**src/rtl/sync_fifo_prog.sv**
```systemverilog
// ---------------------------------------------------------------------------
// sync_fifo_prog
//   Single-clock FIFO with a power-of-two depth, an occupancy count,
//   programmable almost-full / almost-empty thresholds, a synchronous flush
//   and registered read data. It is meant for producer/consumer stages that
//   share one clock, so there are no pointer synchronisers.
//
// Optional build macro:
//   SYNC_FIFO_ERR_FLAGS_EN - adds the err_clr input and the sticky overflow
//                            and underflow outputs.
//
// Parameters:
//   DSIZE     - data width in bits
//   ASIZE     - address width; depth = 2**ASIZE entries
//   AFULL_TH  - almost_full when count >= AFULL_TH  (1 .. 2**ASIZE)
//   AEMPTY_TH - almost_empty when count <= AEMPTY_TH (0 .. 2**ASIZE-1)
//
// Ports:
//   clk          - clock; all state updates on the rising edge
//   rst_n        - asynchronous active-low reset
//   wdata        - write data
//   winc         - write request
//   rinc         - read request
//   flush        - synchronous clear of pointers/count (rdata is kept)
//   err_clr      - clears overflow/underflow        (macro builds only)
//   overflow     - sticky: a write was dropped       (macro builds only)
//   underflow    - sticky: a read was ignored        (macro builds only)
//   rdata        - registered read data, valid the cycle after a read
//   wfull        - FIFO holds 2**ASIZE entries
//   rempty       - FIFO holds 0 entries
//   almost_full  - count >= AFULL_TH
//   almost_empty - count <= AEMPTY_TH
//   count        - current occupancy, 0 .. 2**ASIZE
// ---------------------------------------------------------------------------
module sync_fifo_prog #(
  parameter int unsigned DSIZE     = 8,
  parameter int unsigned ASIZE     = 6,
  parameter int unsigned AFULL_TH  = 56,
  parameter int unsigned AEMPTY_TH = 8
) (
  input  logic             clk,
  input  logic             rst_n,
  input  logic [DSIZE-1:0] wdata,
  input  logic             winc,
  input  logic             rinc,
  input  logic             flush,
`ifdef SYNC_FIFO_ERR_FLAGS_EN
  input  logic             err_clr,
  output logic             overflow,
  output logic             underflow,
`endif
  output logic [DSIZE-1:0] rdata,
  output logic             wfull,
  output logic             rempty,
  output logic             almost_full,
  output logic             almost_empty,
  output logic [ASIZE:0]   count
);

  localparam int unsigned DEPTH = 1 << ASIZE;

  // Constants sized to the pointer/count width so every compare and
  // increment is width-matched.
  localparam logic [ASIZE:0] ONE_C     = {{ASIZE{1'b0}}, 1'b1};
  localparam logic [ASIZE:0] DEPTH_C   = {1'b1, {ASIZE{1'b0}}};
  localparam logic [ASIZE:0] AFULL_C   = AFULL_TH[ASIZE:0];
  localparam logic [ASIZE:0] AEMPTY_C  = AEMPTY_TH[ASIZE:0];

  // -------------------------------------------------------------------------
  // State
  // -------------------------------------------------------------------------
  logic [DSIZE-1:0] mem_q [DEPTH];

  logic [ASIZE:0]   wptr_q,   wptr_d;
  logic [ASIZE:0]   rptr_q,   rptr_d;
  logic [ASIZE:0]   count_q,  count_d;
  logic [DSIZE-1:0] rdata_q,  rdata_d;
  logic             wfull_q,  wfull_d;
  logic             rempty_q, rempty_d;
  logic             afull_q,  afull_d;
  logic             aempty_q, aempty_d;

  logic             rd_acc;
  logic             wr_acc;
  logic [ASIZE-1:0] waddr;
  logic [ASIZE-1:0] raddr;

  assign waddr = wptr_q[ASIZE-1:0];
  assign raddr = rptr_q[ASIZE-1:0];

  // -------------------------------------------------------------------------
  // Request acceptance
  // A write into a full FIFO is still taken when a read frees a slot in the
  // same cycle; the write then lands in the slot the read is vacating, and
  // the read sees the old contents because the memory updates on the edge.
  // flush discards both requests.
  // -------------------------------------------------------------------------
  always_comb begin
    rd_acc = 1'b0;
    wr_acc = 1'b0;
    if (!flush) begin
      rd_acc = rinc && !rempty_q;
      wr_acc = winc && (!wfull_q || rd_acc);
    end
  end

  // -------------------------------------------------------------------------
  // Next-state: pointers, count, read data and flags
  // Flags come from the next-state count so they change on the same edge as
  // count itself.
  // -------------------------------------------------------------------------
  always_comb begin
    wptr_d  = wptr_q;
    rptr_d  = rptr_q;
    count_d = count_q;
    rdata_d = rdata_q;

    if (flush) begin
      wptr_d  = '0;
      rptr_d  = '0;
      count_d = '0;
    end else begin
      if (wr_acc) begin
        wptr_d = wptr_q + ONE_C;
      end
      if (rd_acc) begin
        rptr_d  = rptr_q + ONE_C;
        rdata_d = mem_q[raddr];
      end
      unique case ({wr_acc, rd_acc})
        2'b10:   count_d = count_q + ONE_C;
        2'b01:   count_d = count_q - ONE_C;
        default: count_d = count_q;
      endcase
    end

    wfull_d  = (count_d == DEPTH_C);
    rempty_d = (count_d == '0);
    afull_d  = (count_d >= AFULL_C);
    aempty_d = (count_d <= AEMPTY_C);
  end

  always_ff @(posedge clk or negedge rst_n) begin
    if (!rst_n) begin
      wptr_q   <= '0;
      rptr_q   <= '0;
      count_q  <= '0;
      rdata_q  <= '0;
      wfull_q  <= 1'b0;
      rempty_q <= 1'b1;
      afull_q  <= 1'b0;
      aempty_q <= 1'b1;
    end else begin
      wptr_q   <= wptr_d;
      rptr_q   <= rptr_d;
      count_q  <= count_d;
      rdata_q  <= rdata_d;
      wfull_q  <= wfull_d;
      rempty_q <= rempty_d;
      afull_q  <= afull_d;
      aempty_q <= aempty_d;
    end
  end

  // Storage is deliberately not reset; only the pointers define validity.
  always_ff @(posedge clk) begin
    if (wr_acc) begin
      mem_q[waddr] <= wdata;
    end
  end

  assign rdata        = rdata_q;
  assign wfull        = wfull_q;
  assign rempty       = rempty_q;
  assign almost_full  = afull_q;
  assign almost_empty = aempty_q;
  assign count        = count_q;

`ifdef SYNC_FIFO_ERR_FLAGS_EN
  // -------------------------------------------------------------------------
  // Sticky error flags. A new event in the same cycle as err_clr keeps the
  // flag set. Requests discarded by flush are not counted as errors.
  // -------------------------------------------------------------------------
  logic ovf_q, ovf_d;
  logic udf_q, udf_d;
  logic ovf_set;
  logic udf_set;

  always_comb begin
    ovf_set = !flush && winc && !wr_acc;
    udf_set = !flush && rinc && rempty_q;
    ovf_d   = ovf_set || (ovf_q && !err_clr);
    udf_d   = udf_set || (udf_q && !err_clr);
  end

  always_ff @(posedge clk or negedge rst_n) begin
    if (!rst_n) begin
      ovf_q <= 1'b0;
      udf_q <= 1'b0;
    end else begin
      ovf_q <= ovf_d;
      udf_q <= udf_d;
    end
  end

  assign overflow  = ovf_q;
  assign underflow = udf_q;
`endif

endmodule

```
**config.mk**
```make
export PLATFORM = sky130hd
export DESIGN_NAME = sync_fifo_prog
export DESIGN_NICKNAME = d
export VERILOG_FILES = /design/src/rtl/sync_fifo_prog.sv
export SDC_FILE = /design/constraint.sdc
export NUM_CORES = 1
export LEC_CHECK = 0
export ABC_AREA = 1
export CAP_MARGIN = 5
export CORE_ASPECT_RATIO = 0.9
export CORE_MARGIN = 2
export CORE_UTILIZATION = 46
export DETAILED_ROUTE_END_ITERATION = 8
export SLEW_MARGIN = 20
export SYNTH_ARGS = -nofsm -noshare
export SYNTH_HDL_FRONTEND = slang
export SYNTH_SLANG_ARGS = --single-unit
```
**constraint.sdc**
```tcl
create_clock -name clk -period 2.87 [get_ports clk]
set_input_delay 0.574 -clock clk [delete_from_list [all_inputs] [get_ports clk]]
set_output_delay 0.574 -clock clk [all_outputs]
set_load 0.03 [all_outputs]
```
==> impl_metrics.json, run 1 <==
{
  "status": "completed",
  "final.period_utilization": 0.832,
  "fin_ws_ns": 0.481,
  "grt_pass1_vias": 14555,
  "synth_area_leaders": "edfxtp_1 (69%), nand2_1 (13%), nand3_1 (7.4%), dfrtp_1 (3.2%), a21oi_1 (1.7%)",
  "fin_worst_skew_ns": 0.0237,
  "portBuffers": 31,
  "die_h_um": 214,
  "worstPathArrival_ns": 2.91,
  "r2r_start": "rempty",
  "clock_latency_ns": 0.61,
  "hold_path.class": "primary input to async pin",
  "n_antenna_cell": 0,
  "fin_crit_ns": 2.39,
  "initial_core_util": 0.467,
  "ios": 32,
  "layout.cells.non_filler": 2773,
  "power_frac_seq": 0.464,
  "place_hpwl_mm": 34.5,
  "drt_iter0_drc": 1674,
  "endpoint_kind": "flip-flop",
  "gr-total-overflow": 0,
  "place_ws_ns": -0.0555,
  "p_leak_nw": 9.84,
  "ys_types": 32,
  "syn_nets": 2015,
  "crit_path_start": "rempty",
  "p_per_area_nw_per_um2": 742,
  "tns_ns": 0,
  "path_common_cell": "nand2_1",
  "hold_buffers": 0,
  "synth_cells": 1997,
  "gp_congestion": 0.850,
  "startpoint_type": "flip-flop",
  "netSwitchingFraction": 0.274,
  "wl_per_cell_um": 20.8,
  "hold_viol": 0,
  "numCtsBuffers": 56,
  "final_max_slew_viol_count": 0,
  "cts.clk_slew.worst_paths_ns": 0.06,
  "synth_top_area_cell": "edfxtp_1",
  "cts_tree": "yes",
  "cp_slowest_cell": "dfstp_2",
  "utilization": 0.540,
  "viasPerCell": 5.41,
  "clockBufferDepth": 3,
  "grt_max_degree": 68,
  "yosysMostFrequentCell": "nand2_1",
  "seq_area_frac_synth": 0.720,
  "vias": 15005,
  "synth.cell_area_sq_um": 22400,
  "clockPowerShare": 0.377,
  "post-cts-setup-buffers": 0,
  "yosys.area.top_type_share": 0.685,
  "area_growth_pct": 15.6,
  "setup_viol": 0,
  "totalWireLength_mm": 57.6,
  "synthArstFlopShare": 0.0571,
  "final_layout_size_suffix_gt1_frac": 0.109,
  "cap_violations": 0,
  "ys.flop_type": "edfxtp_1",
  "slew_headroom": 0.420,
  "nNetsFinal": 2122,
  "syn_avg_cell_area_sq_um": 11.2,
  "dr.pass1.iters": 5,
  "rows": 76,
  "drc": 0,
  "ys.warnings.count": 0,
  "vdd_ir_drop_max_v": 0.000502,
  "synthTopCellsByCount": "nand2_1 (761), edfxtp_1 (512), nand3_1 (333), nor2_1 (81), a21oi_1 (75)",
  "cp_data_required_time_ns": 3.40,
  "finalPower_mw": 19.3,
  "cts_root_buf": "clkbuf_16",
  "worst_slew_pin_slew_ns": 0.871,
  "synth_seq_cells": 543,
  "clock-sinks": 543,
  "crit_chain": "inv_1 > nand2_1 > a21boi_2 > nand2_1 > ha_1 > nand2_1 > inv_1 > nor2_2 > ha_1 > nor2_1 > nor2_1 > nand2_1 > nand2_1 > inv_1 > nand2_1 > a21oi_1 > nand3_1 > nor2_1",
  "dpl.cell_count": 2669,
  "htree_levels": 2,
  "worst_path_largest_cell_delay_ns": 0.54,
  "rsz0062_at_grt": "false",
  "ant_nets": 0,
  "cts_resized": 0,
  "worstSetupPathType": "flip-flop to flip-flop",
  "fmax_ghz": 0.419,
  "die_x_um": 237,
  "dieArea_sq_um": 50600,
  "p_int_mw": 14.0,
  "fp.coreArea_sq_um": 48000,
  "grt_pass1_wl_mm": 87.2,
  "grt_use_total": 0.230,
  "antenna_found_initial": 0,
  "crit_fanout": 3,
  "netSwitchingPower_mw": 5.27,
  "p_comb_frac": 0.159,
  "synth_edf_count": 512
}
layout make-up:
cell class              count  area, sq um
clock buffers              74         1570
clock inverters            29          277
fillers                  4091        22100
inverters                  45          174
multi-input cells        1304         5590
flip-flops and latches    543        16200
well taps                 624          781
repair buffers            154         1390
flip-flops by register name (all words and copies together), names as in the netlist:
name,count
almost_empty,1
almost_full,1
count,7
mem_q,512
rdata,8
rempty,1
rptr_q,6
wfull,1
wptr_q,6
placed cells by master (no fill, tap or decap), types with 2 or more instances in the layout:
cell / n
a21boi_0: 8
a21oi_1: 75
buf_12: 16
buf_2: 9
buf_4: 107
bufinv_16: 5
clkbuf_1: 10
clkbuf_16: 58
clkbuf_8: 6
clkdlybuf4s50_1: 22
clkinv_1: 13
clkinv_2: 12
dfrtp_1: 27
dfstp_2: 2
edfxtp_1: 512
ha_1: 5
inv_1: 32
inv_2: 8
inv_6: 2
nand2_1: 761
nand3_1: 333
nand4_1: 6
nor2_1: 81
nor3_1: 7
o211ai_1: 8
o21ai_0: 9
xnor2_1: 2
stage by stage:
step           hold slack [ns]  instance area (sq um)
2_1_floorplan            0.278                  22400
3_3_place_gp             0.481                  24100
3_5_place_dp             0.485                  24100
4_1_cts                 0.0150                  25900
5_1_grt                 0.0501                  25900
6_report                0.0286                  25900
power by group through the flow:
stage / Sequential (mW) / Combinational [mW] / Clock (mW)
5_1_grt: 8.95 / 3.37 / 7.68
2_1_floorplan: 9.22 / 1.72 / 0
4_1_cts: 8.94 / 3.06 / 7.38
3_3_place_gp: 9.10 / 3.01 / 0
3_5_place_dp: 9.10 / 3.04 / 0
6_report: 8.94 / 3.06 / 7.26
logic make-up (layout without fill, tap and decap cells):
| group | after synthesis | count (layout) | share of synthesized area |
|---|---|---|---|
| adder cells (fa/ha/maj) | 5 | 5 | 0.00279 |
| AND/OR/NAND/NOR | 1193 | 1193 | 0.220 |
| flip-flops | 543 | 543 | 0.720 |
| buffers and inverters | 150 | 302 | 0.0312 |
| AO/OA/AOI/OAI | 103 | 103 | 0.0251 |
| XOR/XNOR | 3 | 3 | 0.00117 |
final timing paths:
| check | cells past startpoint | slack [ns] | to |
|---|---|---|---|
| max | 18 | 0.48 | rempty |
| min | 1 | 0.03 | count[1] |
| max reg2reg | 18 | 0.48 | rempty |
| min reg2reg | 2 | 0.52 | rdata[2] |
| max in group asynchronous | 1 | 2.28 | rptr_q[0] |
| min in group clk | 1 | 0.46 | mem_q[20][2] |
layer usage:
layer	global-route usage	vias up	wire length [um]
li1	-	7119	-
met2	0.367	506	26800
met4	0.0646	0	1150
met1	0.325	7302	25600
met5	0	-	0
met3	0.0458	78	4080
critical path, delay by kind of cell, from the launching register on:
family / cells / cell delay, ns
DFF: 1 / 0.54
and+or+nand+nor: 11 / 0.92
buffers and inverters: 3 / 0.17
AOI/OAI and AO/OA: 2 / 0.23
adders and majority gates: 2 / 0.47
Note: power is estimated with default switching activity, not from simulation.
==> run 2, diff against run 1 <==
- clock period: 2.87 -> 2.1 ns (I/O delays scaled with it)
==> impl_metrics.json, run 2 (same netlist as run 1, synthesis figures left out) <==
{
  "cts_tree": "yes",
  "crit_chain": "inv_2 > nand2_4 > buf_6 > nor2_4 > ha_4 > nand2_4 > inv_2 > nor2_4 > ha_4 > nor2_4 > nor2_1 > nand2_1 > nand2_1 > inv_1 > nand2_2 > a21oi_4 > nand3_4 > nor2_2",
  "htree_levels": 2,
  "worstHoldEndpoint": "mem_q[5][3]",
  "drc": 0,
  "multi_input_area_sq_um": 5960,
  "path_common_cell": "nor2_4",
  "fillerInstances": 4003,
  "final-seq-area_sq_um": 16200,
  "vdd_ir_drop_max_v": 0.000566,
  "worst_slew_pin_slew_ns": 0.804,
  "fmax_ghz": 0.443,
  "gr-total-overflow": 0,
  "dieArea_sq_um": 50600,
  "dr.pass1.iters": 5,
  "cts_root_buf": "clkbuf_16",
  "timing.hold.ws_ns": 0.285,
  "fin_ws_ns": -0.160,
  "cap_violations": 0,
  "layout.cells.non_filler": 2813,
  "p_per_area_nw_per_um2": 975,
  "rr_worst_depth": 18,
  "fin_crit_ns": 2.26,
  "cp_slowest_cell": "dfstp_2",
  "regToRegSetupSlack_ns": -0.16,
  "area_growth_pct": 19.1,
  "tns_ns": -1.10,
  "totalWireLength_mm": 58.8,
  "startpoint_type": "flip-flop",
  "grt_busiest_layer": "met2",
  "grt_pass1_vias": 14854,
  "final_common_cell": "nand2_1",
  "vias": 15364,
  "initial_core_util": 0.467,
  "final_max_slew_viol_count": 0,
  "status": "complete, but fails checks",
  "clock_latency_ns": 0.61,
  "endpoint_kind": "flip-flop",
  "slew_headroom": 0.464,
  "top_register": "mem_q",
  "die_x_um": 237,
  "crit_fanout": 3,
  "die_h_um": 214,
  "ios": 32,
  "grt_use_met2": 0.366,
  "final_layout_size_suffix_gt1_frac": 0.154,
  "placed_area_sq_um": 24500,
  "worstSetupPathType": "flip-flop to flip-flop",
  "holdPathStages": 1,
  "grt_pass1_wl_mm": 88.5,
  "met1_usage": 0.327,
  "r2r_end": "wfull",
  "grt_max_degree": 87,
  "cp_data_required_time_ns": 2.62,
  "nNetsFinal": 2166,
  "fin_worst_skew_ns": 0.0250,
  "hp-start": "wdata[3]",
  "largest_register_ffs": 512,
  "gp_congestion": 0.848,
  "rows": 76,
  "cts.clk_slew.worst_paths_ns": 0.06,
  "setup_viol": 38,
  "hold_path.class": "primary input to flip-flop",
  "hold_viol": 0,
  "drt_iter0_drc": 1384,
  "numCtsBuffers": 55,
  "grt_use_total": 0.232,
  "use_met3": 0.0407,
  "clockBufferDepth": 3,
  "final.period_utilization": 1.08,
  "n_antenna_cell": 0,
  "antenna_found_initial": 1,
  "clock-sinks": 543,
  "worst_path_largest_cell_delay_ns": 0.54,
  "place_hpwl_mm": 35.4,
  "p_leak_nw": 10.2,
  "viasPerCell": 5.46,
  "worstPathArrival_ns": 2.78,
  "ant_nets": 0,
  "rsz0062_at_grt": "true",
  "fp.coreArea_sq_um": 48000,
  "final_area_sq_um": 26700,
  "wl_per_cell_um": 20.9,
  "finalPower_mw": 26.1,
  "r2r_start": "rempty",
  "final_cell_mix": "nand2_1 (742), edfxtp_1 (512), nand3_1 (322)",
  "dpl.cell_count": 2701,
  "portBuffers": 31,
  "violations": "negative setup slack"
}
## run 2: area by class of cell
cell class,count,area share
Sequential cell,543,0.604
Timing Repair inverter,1,0.000140
Inverter,45,0.00688
Clock inverter,25,0.00763
Clock buffer,73,0.0548
Multi-Input combinational cell,1304,0.223
Tap cell,624,0.0292
Timing Repair Buffer,198,0.0740
## run 2: where the power goes
group	switching (mW)	leakage (nW)	internal (mW)	total, mW
Sequential	0.234	5.00	12.0	12.2
Combinational	3.11	4.34	1.47	4.58
Clock	3.98	0.812	5.24	9.23
Total	7.33	10.2	18.7	26.1
## run 2: how the worst max path moves through the flow
stage / startpoint / to / slack [ns] / cells past startpoint
6_report: rempty / wfull / -0.16 / 18
5_1_grt: rempty / wfull / -0.26 / 18
4_1_cts: rempty / wfull / -0.10 / 18
3_5_place_dp: rinc / almost_full / -0.63 / 17
3_3_place_gp: rinc / rempty / -0.57 / 18
2_1_floorplan: rempty / rempty / -0.27 / 19
## run 2: routing by layer
layer	part of all wire	wire length [um]
met3	0.069	4050
met4	0.029	1690
met5	0	0
met2	0.47	27500
met1	0.44	25600
## run 2: stage by stage
| step | worst slack [ns] | util |
|---|---|---|
| global route | -0.261 | 0.557 |
| CTS | -0.104 | 0.549 |
| global placement | -0.575 | 0.510 |
| finish | -0.160 | 0.557 |
| floorplan | -0.269 | - |
| detailed placement | -0.630 | 0.510 |
## run 2: repair_timing
item / 4_1_cts / 5_1_grt
gates resized for setup: 53 / 92
setup endpoints to repair: 227 / 149
pin swaps: 18 / 21
hold buffers: 1 / 0
gates cloned: 1 / 0
hold endpoints to repair: 29 / 0
setup buffers: 8 / 5
## run 2: critical path: cells and delay by family (launching register included)
kind	cells	cell delay (ns)
flip-flops	1	0.54
AO/OA/AOI/OAI	1	0.14
adder cells (fa/ha/maj)	2	0.40
AND/OR/NAND/NOR	11	0.83
buffers and inverters	4	0.26
==> run 3, diff against run 2 <==
- CORE_UTILIZATION: 46 -> 45
- SLEW_MARGIN: 20 -> default
==> impl_metrics.json, run 3 (same netlist as run 1, synthesis figures left out) <==
{
  "vias": 15201,
  "drt_iter0_drc": 1558,
  "final_cell_mix": "nand2_1 (748), edfxtp_1 (512), nand3_1 (322)",
  "cts_tree": "yes",
  "setup_viol": 5,
  "rows": 77,
  "final.period_utilization": 1.06,
  "slew_headroom": 0.474,
  "met1_usage": 0.340,
  "cp_top_family": "simple AND/OR/NAND/NOR gates",
  "worst_slew_pin_slew_ns": 0.789,
  "grt_pass1_vias": 14765,
  "clock_latency_ns": 0.61,
  "portBuffers": 31,
  "crit_fanout": 6,
  "initial_core_util": 0.456,
  "p_per_area_nw_per_um2": 970,
  "netSwitchingFraction": 0.281,
  "ios": 32,
  "hp-start": "wdata[3]",
  "multi_input_area_sq_um": 5870,
  "crit_chain": "inv_2 > nand2_4 > buf_6 > nor2_4 > ha_4 > nand2_4 > inv_4 > nor2_4 > ha_4 > nor2_2 > nor2_1 > nand2_1 > nand2_1 > inv_1 > nand2_2 > a21oi_2 > nand3_2 > nor2_2",
  "netSwitchingPower_mw": 7.27,
  "clockPowerShare": 0.352,
  "fillerInstances": 4193,
  "numCtsBuffers": 54,
  "grt_max_degree": 66,
  "startpoint_type": "flip-flop",
  "dr.pass1.iters": 6,
  "grt_pass1_wl_mm": 89.0,
  "use_met3": 0.0385,
  "antenna_found_initial": 0,
  "final_max_slew_viol_count": 0,
  "fmax_ghz": 0.448,
  "p_int_mw": 18.6,
  "clock-sinks": 543,
  "endpoint_kind": "flip-flop",
  "cp_data_required_time_ns": 2.63,
  "gp_congestion": 0.841,
  "totalWireLength_mm": 58.6,
  "cap_violations": 0,
  "final-seq-area_sq_um": 16200,
  "crit_path_start": "rempty",
  "status": "complete, but fails checks",
  "cts.clk_slew.worst_paths_ns": 0.06,
  "r2r_start": "rempty",
  "top_register": "mem_q",
  "viasPerCell": 5.32,
  "largest_register_ffs": 512,
  "grt_busiest_layer": "met2",
  "final_layout_size_suffix_gt1_frac": 0.152,
  "fin_ws_ns": -0.130,
  "violations": "negative setup slack",
  "worst_path_largest_cell_delay_ns": 0.55,
  "dieArea_sq_um": 51700,
  "wl_per_cell_um": 20.5,
  "grt_use_met2": 0.347,
  "ant_nets": 0,
  "hold_path.class": "primary input to flip-flop",
  "vdd_ir_drop_max_v": 0.000635,
  "fp.coreArea_sq_um": 49200,
  "tns_ns": -0.522,
  "crit_buf_inv": 4,
  "final_common_cell": "nand2_1",
  "grt_use_total": 0.230,
  "worstPathArrival_ns": 2.76,
  "utilization": 0.542,
  "rsz0062_at_grt": "true",
  "place_hpwl_mm": 35.4,
  "cts_root_buf": "clkbuf_16",
  "worstSetupPathType": "flip-flop to flip-flop",
  "drc": 0,
  "p_comb_frac": 0.175,
  "die_h_um": 216,
  "hold_viol": 0,
  "die_x_um": 239,
  "area_growth_pct": 19.0,
  "nNetsFinal": 2163,
  "fin_worst_skew_ns": 0.0211,
  "cp_slowest_cell": "dfstp_2",
  "fin_crit_ns": 2.23,
  "p_leak_nw": 10.1,
  "clockBufferDepth": 3,
  "power_frac_seq": 0.473,
  "gr-total-overflow": 0,
  "place_ws_ns": -0.763,
  "htree_levels": 2
}
## run 3: cell count changes in the layout (fill, tap and decap cells not counted), sizes merged
cell      before  now
buf          175  173
clkbuf        73   67
clkinv        23   28
clkinvlp       1    3
diode          0    1
inv           44   42
## run 3: path summary, 6_finish.rpt
kind / to / slack [ns] / cells after the start
max in group asynchronous: rptr_q[0] / 1.08 / 2
worst max-delay path: rempty / -0.13 / 18
worst max register to register: rempty / -0.13 / 18
worst min-delay path: mem_q[12][3] / 0.30 / 1
worst min register to register: rdata[3] / 0.53 / 2
min in group asynchronous: count[3] / 0.44 / 2
## run 3: metrics by stage
step	area, sq um	total power, mW	cells	hold WS [ns]
final	26700	25.9	2858	0.303
after detailed placement	24600	16.9	2751	0.531
after global placement	24600	16.8	2751	0.523
after floorplan	22500	15.0	1997	0.124
after CTS	26300	25.9	2855	0.294
after global routing	26700	26.9	2857	0.294
## run 3: layer usage
metal,wire [um],vias up
li1,-,7211
met1,26100,7347
met2,26600,554
met3,4450,89
met4,1390,0
met5,0,-
## run 3: power by group through the flow
| stage | clock network, mW | logic, mW | registers (mW) |
|---|---|---|---|
| 6_report | 9.12 | 4.54 | 12.2 |
| 5_1_grt | 9.72 | 4.99 | 12.2 |
| 4_1_cts | 9.25 | 4.44 | 12.2 |
| 3_5_place_dp | 0 | 4.43 | 12.4 |
| 3_3_place_gp | 0 | 4.37 | 12.4 |
| 2_1_floorplan | 0 | 2.40 | 12.6 |
## run 3: worst register-to-register path, stage by stage (launching register included)
cell and delay (ns):
dfstp_2 0.55, inv_2 0.05, nand2_4 0.07, buf_6 0.11, nor2_4 0.04, ha_4 0.20, nand2_4 0.08, inv_4 0.04
nor2_4 0.13, ha_4 0.21, nor2_2 0.08, nor2_1 0.04, nand2_1 0.08, nand2_1 0.06, inv_1 0.06, nand2_2 0.05
a21oi_2 0.11, nand3_2 0.09, nor2_2 0.12
## run 3: final cells by class
cell class | instances | share of cell area
antenna | 1 | 0.0000937
timing repair buffer | 197 | 0.0746
sequential | 543 | 0.605
clock inverter | 31 | 0.00834
clock buffer | 66 | 0.0531
tap | 671 | 0.0314
inverter | 45 | 0.00731
multi-input combinational | 1304 | 0.220
## run 3: repair_timing
item,CTS,global route
hold buffers,1,0
endpoints found under the hold margin,29,0
resized for setup,42,90
gates cloned,0,1
endpoints found under the setup margin,143,334
pin swaps,9,11
buffers inserted,6,4
